==> src/rtl/dmem_arb_pkg.sv <==
// Shared types for the two-port data-memory arbiter.
package dmem_arb_pkg;
  localparam int NUM_PORTS = 2;

  typedef enum logic [1:0] {IDLE, LOCK0, LOCK1} arb_state_t;
  typedef logic port_id_t;

  typedef struct packed {
    logic     valid;
    port_id_t id;
    logic     we;
  } inflight_t;
endpackage

==> src/rtl/dmem_arb_prio2.sv <==
// Two-way combinational grant: a pending force wins, otherwise prefer_i breaks ties.
module arb_prio2
  import dmem_arb_pkg::*;
(
  input  logic [1:0] valid_i,
  input  port_id_t   prefer_i,
  input  logic [1:0] force_i,
  output logic [1:0] grant_o
);
  always_comb begin
    grant_o = valid_i;
    if (|(force_i & valid_i)) grant_o = force_i & valid_i;
    else if (&valid_i)        grant_o = prefer_i ? 2'b10 : 2'b01;
  end
endmodule

==> src/rtl/dmem_arbiter.sv <==
// Shares one single-port BRAM between the core LSU (port 0) and the loader/DMA (port 1).
// Define DMEM_ARB_RR_EN for round-robin arbitration in IDLE; default is fixed priority to port 0.
module dmem_arbiter
  import dmem_arb_pkg::*;
#(
  parameter int ADDR_WIDTH = 16,
  parameter int DATA_WIDTH = 32,
  parameter int MAX_LOCK   = 16
) (
  input  logic                    clk,
  input  logic                    rst,
  input  logic [1:0]              req_valid,
  output logic [1:0]              req_ready,
  input  logic [1:0]              req_we,
  input  logic [1:0]              req_lock,
  input  logic [2*ADDR_WIDTH-1:0] req_addr,
  input  logic [2*DATA_WIDTH-1:0] req_wdata,
  output logic [1:0]              resp_valid,
  output logic [DATA_WIDTH-1:0]   resp_rdata,
  output logic                    mem_we,
  output logic [ADDR_WIDTH-1:0]   mem_addr,
  output logic [DATA_WIDTH-1:0]   mem_di,
  input  logic [DATA_WIDTH-1:0]   mem_dout
);
  localparam int CNT_W = (MAX_LOCK > 2) ? $clog2(MAX_LOCK) : 1;
  localparam logic [CNT_W-1:0] CNT_MAX = CNT_W'(MAX_LOCK - 1);

  arb_state_t       state_q, state_d;
  logic [CNT_W-1:0] cnt_q, cnt_d;
  logic [1:0]       force_q, force_d;
  inflight_t        infl_q, infl_d;
  logic [1:0]       arb_gnt, gnt;
  port_id_t         prefer, gid, own;

`ifdef DMEM_ARB_RR_EN
  port_id_t rr_q, rr_d;
  assign prefer = rr_q;

  always_comb begin
    rr_d = rr_q;
    if (state_q == IDLE && |gnt) rr_d = ~gnt[1];
  end

  always_ff @(posedge clk) begin
    if (rst) rr_q <= 1'b0;
    else     rr_q <= rr_d;
  end
`else
  assign prefer = 1'b0;
`endif

  arb_prio2 u_prio (
    .valid_i  (req_valid),
    .prefer_i (prefer),
    .force_i  (force_q),
    .grant_o  (arb_gnt)
  );

  always_comb begin
    state_d = state_q;
    cnt_d   = cnt_q;
    force_d = force_q;
    gnt     = '0;
    own     = (state_q == LOCK1);
    case (state_q)
      IDLE: begin
        gnt = arb_gnt;
        if (|arb_gnt) begin
          force_d = '0;
          if (req_lock[arb_gnt[1]]) begin
            state_d = arb_gnt[1] ? LOCK1 : LOCK0;
            cnt_d   = '0;
          end
        end
      end
      LOCK0, LOCK1: begin
        // Owner keeps exclusivity this cycle even when it is releasing or timing out.
        gnt[own] = req_valid[own];
        cnt_d    = (cnt_q == CNT_MAX) ? cnt_q : cnt_q + 1'b1;
        if (cnt_q == CNT_MAX && req_valid[~own]) begin
          state_d = IDLE;
          force_d = own ? 2'b01 : 2'b10;
        end else if (!req_lock[own]) begin
          state_d = IDLE;
        end
      end
      default: state_d = IDLE;
    endcase
    if (rst) gnt = '0;
  end

  assign req_ready = gnt;
  assign gid       = gnt[1];
  assign mem_we    = |gnt & req_we[gid];
  assign mem_addr  = ~|gnt ? '0 : gid ? req_addr[2*ADDR_WIDTH-1:ADDR_WIDTH]  : req_addr[ADDR_WIDTH-1:0];
  assign mem_di    = ~|gnt ? '0 : gid ? req_wdata[2*DATA_WIDTH-1:DATA_WIDTH] : req_wdata[DATA_WIDTH-1:0];

  always_comb begin
    infl_d.valid = |gnt;
    infl_d.id    = gid;
    infl_d.we    = mem_we;
  end

  // Reset squashes a response already in flight, not just the next one.
  always_comb begin
    resp_valid = '0;
    resp_rdata = '0;
    if (infl_q.valid && !rst) begin
      resp_valid[infl_q.id] = 1'b1;
      if (!infl_q.we) resp_rdata = mem_dout;
    end
  end

  always_ff @(posedge clk) begin
    if (rst) begin
      state_q <= IDLE;
      cnt_q   <= '0;
      force_q <= '0;
      infl_q  <= '0;
    end else begin
      state_q <= state_d;
      cnt_q   <= cnt_d;
      force_q <= force_d;
      infl_q  <= infl_d;
    end
  end
endmodule

==> config.mk <==
export PLATFORM = sky130hd
export DESIGN_NAME = dmem_arbiter
export DESIGN_NICKNAME = d
export VERILOG_FILES = /design/src/rtl/dmem_arb_pkg.sv /design/src/rtl/dmem_arb_prio2.sv /design/src/rtl/dmem_arbiter.sv
export SDC_FILE = /design/constraint.sdc
export NUM_CORES = 1
export LEC_CHECK = 0
export CAP_MARGIN = 20
export CORE_MARGIN = 2
export CORE_UTILIZATION = 25
export CTS_CLUSTER_SIZE = 28
export DETAILED_ROUTE_END_ITERATION = 10
export PLACE_DENSITY = 0.84
export SLEW_MARGIN = 10
export SYNTH_ARGS = -nofsm -noshare
export SYNTH_HDL_FRONTEND = slang
export SYNTH_SLANG_ARGS = --single-unit
==> constraint.sdc <==
create_clock -name clk -period 1.6 [get_ports clk]
set_clock_uncertainty 0.05 [all_clocks]
set_input_delay 0.16 -clock clk [delete_from_list [all_inputs] [get_ports clk]]
set_output_delay 0.16 -clock clk [all_outputs]
set_load 0.03 [all_outputs]
==> run_results.csv <==
group,metric,value,unit
pwr,vdd_drop_max,0.000785,V
critical_path,critPathTopFamily,"buffers and inverters",
cts,cts_buffers,3,
sta,slew_headroom,76.6,%
pwr,power.leakage,0.00226,uW
critical_path,critical_path.max_stage_delay,0.39,ns
critical_path,cp_max_fo,9,
critical_path,end_kind,"primary output",
floorplanning,fp.coreArea,7650,um^2
cts,path_clk_slew,0.05,ns
synth,yosys-top-cells-area,"nand2_1 20%, o22ai_2 13%, dfxtp_1 11%",
grt,grt-busiest-layer,"met2",
critical_path,slowest_stage,"dfxtp_4",
grt,antenna_found_initial,0,
final_layout,n_antenna_cell,0,
floorplanning,dieArea,8530,um^2
drt,routed_via_density,5.01,
grt,grt-ovfl-total,0,
drt,routed_wl,11.9,mm
final_layout,drive_gt1_share,42.1,%
sta,drv_slew,0,
grt,use_met3,6.92,%
floorplanning,fp.dieW,92.4,um
grt,grt_max_degree,50,
synth,synth_top_area_share,19.6,%
drt,num_vias,3222,
final_layout,final_area,5760,um^2
synth,synthCells,290,
critical_path,worstPathArrival,2.06,ns
grt,grtUsageMet1,26.2,%
critical_path,start_kind,"flop",
grt,grt_use_met2,53.2,%
pwr,power,6450,uW
drt,first_pass_iters,4,
synth,netlist_area,1950,um^2
grt,grt_util_all_layers,26.5,%
final_layout,final_cell_mix,"132 x clkdlybuf4s50_1, 100 x nand2_1, 59 x buf_6",
drt,detail_route.wl_per_cell,18.5,um
place,io_buffer_count,220,
sta,tightest_slew,0.351,ns
synth,ys_ff_latch,11,
place,hpwl,8.04,mm
sta,min_period,2.27,ns
floorplanning,ioPinCount,221,
critical_path,critPathRequiredTime,1.39,ns
synth,synth.yosys.warnings,0,
outcome,violations,"setup timing",
place,gp_congestion,0.827,
cts,insertion_delay,0.25,ns
floorplanning,row_count,32,
final_layout,area_growth,195,%
critical_path,worstSetupPathType,"reg -> out",
cts,cts-root-buf,"clkbuf_8",
critical_path,path_buf_inv,5,
final_layout,layout_commonest_cell,"clkdlybuf4s50_1",
synth,synth_fp_nets,432,
cts,cts.path.max_buffers,2,
pwr,powerDensity,1120,nW/um^2
sta,fin_ws,-0.672,ns
place,placed_cell_area,4950,um^2
drt,ant_nets,0,
cts,cts.sinks,11,
grt,grt_pass1_vias,3402,
sta,rsz0062_at_grt,"yes",
final_layout,finalNetCount,684,
critical_path,crit_chain,"inv_4, ha_4, inv_4, nor3_4, o2bb2ai_4, buf_8, buf_16, o22ai_4, buf_6",
sta,period_share,142,%
synth,synth_top_area_cell,"nand2_1",
cts,cts_tree,"yes",
cts,clock_tree.htree_level_count,1,
floorplanning,die_h,92.4,um
synth,synth_cell_types,38,
hold_path,min_path_type,"reg -> reg",
floorplanning,initial_core_util,25.5,%
critical_path,crit_top_cell,"inv_4",
outcome,status,"complete, but fails checks",
grt,grt_pass1_wl,17.8,mm
run,cap_violations,0,
synth,ys_seq_area_share,11.3,%
sta,setup_violations,58,
sta,hold_viol_final,0,
sta,max_freq,440,MHz
drt,drt_iter0_markers,94,
critical_path,ff2ff_setup_slack,-0.16,ns
place,dp_slack,-0.567,ns
drt,drc,0,
synth,syn_avg_cell_area,6.73,um^2
cell usage after synthesis:
library cell	n
nand2_1	102
and2_1	32
o22ai_1	31
o22ai_2	20
clkbuf_1	13
dfxtp_1	11
mux2i_1	9
nand2b_1	9
inv_1	7
buf_6	6
ha_1	6
buf_2	5
nor2_1	5
buf_4	3
nor3_1	3
nand3_1	2
nand3b_1	2
o21ai_0	2
o311ai_2	2
or3_1	2
a21boi_0	1
a21oi_2	1
a22o_1	1
and2_4	1
and3_4	1
inv_2	1
nand2_2	1
nand2b_2	1
nand4b_1	1
nor2_2	1
nor3_2	1
nor4_1	1
o2111ai_1	1
o21ai_2	1
o221a_4	1
o2bb2ai_4	1
o311a_2	1
or4_1	1
worst min-delay path, stage by stage, from the launching register on:
cell and delay, ns:
dfxtp_1 0.31, nand2b_1 0.06, mux2i_1 0.05
state kept, by name, indices dropped and copies added, names as in the netlist:
| signal | flops |
|---|---|
| force_q | 2 |
| infl_q | 3 |
| cnt_q | 4 |
| state_q | 2 |
path summary, 6_finish.rpt:
check        startpoint         end  cells after the start
max          state_q[1]   mem_di[6]                      9
min          force_q[0]  force_q[0]                      2
max reg2reg  state_q[1]   infl_q[0]                      8
min reg2reg  force_q[0]  force_q[0]                      2
layout make-up:
type	count	area [um^2]
clock buffer	4	45.0
fill	522	1890
inverter	8	37.5
multi-input combinational	245	2260
sequential	11	225
tap	102	128
timing repair buffer	273	3060
what timing repair did:
action / in CTS / in global routing
buffers inserted: 10 / 6
gates cloned: 10 / 2
endpoints found under the setup margin: 92 / 59
gates resized for setup: 92 / 15
pin swaps: 8 / 5
hold buffers: 0 / 0
metrics by stage:
step | util, % | std cells | TNS, ns | hold slack [ns]
detailed placement | 64.7 | 615 | -34.50 | 0.425
global placement | 64.7 | 615 | -32.59 | 0.410
global route | 75.3 | 643 | -34.60 | 0.469
finish | 75.3 | 643 | -31.35 | 0.425
CTS | 74.2 | 638 | -28.65 | 0.437
floorplan | - | 290 | -8.35 | 0.340
power breakdown:
group	internal (uW)	switching, uW
Sequential	332	44.0
Combinational	2830	2950
Clock	176	118
Total	3340	3110
per-layer routing:
layer,share of wire (%),up-vias
met1,33,1524
li1,-,1510
met5,0,-
met2,56,164
met4,2.7,0
met3,8.0,24
cell families after synthesis:
logic type,share of synthesized area (%)
simple gates,40.2
compound gates,30.1
buf+inv,9.94
flops,11.3
mux,4.62
fa+ha+maj,3.85
No activity file was read; power rests on OpenSTA's default activity.
==> patch (config.mk and constraints unchanged) <==
`DATA_WIDTH`: 32 -> 24.
--- a/src/rtl/dmem_arbiter.sv
+++ b/src/rtl/dmem_arbiter.sv
@@ -6,3 +6,3 @@
   parameter int ADDR_WIDTH = 16,
-  parameter int DATA_WIDTH = 32,
+  parameter int DATA_WIDTH = 24,
   parameter int MAX_LOCK   = 16
Ports: changed (resized mem_di, mem_dout, req_wdata and resp_rdata); port bits go from 221 to 181. The function was not compared with the original's and may differ.
==> patch against the unedited design <==
The flow still finishes with violations (negative setup slack); first-iteration DRC count fell by 57%; area after synthesis rose by 2.1%; synthesized cell count fell by 12%; core utilization fell by 14 points; cell area fell by 17%; total power fell by 17%; sequential cell count did not move; global-route usage fell by 7.9 points; register-to-register slack barely moved; routed wire length fell by 29%; worst setup slack improved by 0.10 ns; die area rose by 2.0%.
==> patch: results <==
[run_status]
status = finished, violations left
violations = negative setup slack

[synth]
yosysSeqAreaShare = 0.111
synth.area.top_cells = o22ai_2 25%, nand2_1 16%, dfxtp_1 11%
syn-num-nets = 372
yosys.cell_types.count = 39

[drt]
via_per_inst = 4.66
totalWireLength_um = 8460
drt_iter0_markers = 40
avgRoutedWirePerCell_um = 15.0

[die]
core_area_sq_um = 7730

[global_routing]
grt_max_degree = 35
grt.total_usage = 0.186

[timing]
maxSlewHeadroom = 0.732
worst_slack_ns = -0.570
setup_viol = 50
whs_ns = 0.438
tns_ns = -23.29

[placed_design]
place_inst = 543
portBuffers = 180
dp_hpwl_um = 6370

[pwr]
p_switching_mw = 2.57
ir_worst_vdd_mv = 1.01

[critical_path]
worstSetupStartpoint = state_q[0]
path_max_fanout = 6
r2r_cells = 9
timing.rr.end = infl_q[2]

[layout]
drive_gt1_frac = 0.420
patch: power by group through the flow:
stage / Sequential [mW] / Combinational (mW) / Clock (mW)
after floorplan: 0.368 / 2.74 / 0
after global placement: 0.367 / 3.76 / 0
after detailed placement: 0.369 / 3.82 / 0
after CTS: 0.393 / 4.54 / 0.293
after global routing: 0.402 / 4.93 / 0.306
final: 0.394 / 4.69 / 0.286
patch: metrics by stage:
stage          setup slack (ns)  area (sq um)   util
2_1_floorplan            -0.159          2380      -
3_3_place_gp             -0.439          4180  0.541
3_5_place_dp             -0.508          4180  0.541
4_1_cts                  -0.553          4690  0.607
5_1_grt                  -0.624          4760  0.617
6_report                 -0.570          4760  0.617
patch: worst max-delay path by stage:
stage / to / slack [ns] / cells past startpoint
after floorplan: mem_addr[0] / -0.16 / 6
after detailed placement: resp_rdata[0] / -0.51 / 5
after global placement: resp_rdata[10] / -0.44 / 5
after global routing: mem_di[9] / -0.62 / 8
final: mem_di[9] / -0.57 / 8
after CTS: mem_addr[5] / -0.55 / 9
patch: worst max-delay path, stage by stage, from the launching register on:
cell and delay, ns:
dfxtp_2 0.35, inv_4 0.05, ha_4 0.25, a22o_4 0.26
o2bb2ai_4 0.14, buf_12 0.15, buf_16 0.15, o22ai_4 0.19
buf_6 0.16
patch: cell type report:
cell class              count  area (sq um)
clock buffers               4          45.0
fillers                   643          2960
inverters                   8          37.5
multi-input cells         215          2000
flip-flops and latches     11           225
well taps                 102           128
repair buffers            224          2320
patch: logic make-up after synthesis:
logic type               count (synthesis)  synth area share
AND/OR/NAND/NOR                        142             0.337
AO/OA/AOI/OAI                           55             0.333
flip-flops                              11             0.111
buffers and inverters                   31             0.136
adder cells (fa/ha/maj)                  6            0.0377
multiplexers                             9            0.0452
patch: timing repair:
item,CTS,global route
gates resized for setup,76,8
pin swaps,9,9
setup buffers,11,1
endpoints found under the setup margin,73,52
hold buffers,0,0
endpoints found under the hold margin,0,0
gates cloned,4,1
patch: per-layer routing:
layer / track usage / vias to the layer above / share of wire
met5: 0 / - / 0
met4: 0.0429 / 0 / 0.022
met3: 0.0419 / 18 / 0.062
met2: 0.365 / 92 / 0.56
met1: 0.200 / 1231 / 0.36
li1: - / 1290 / -
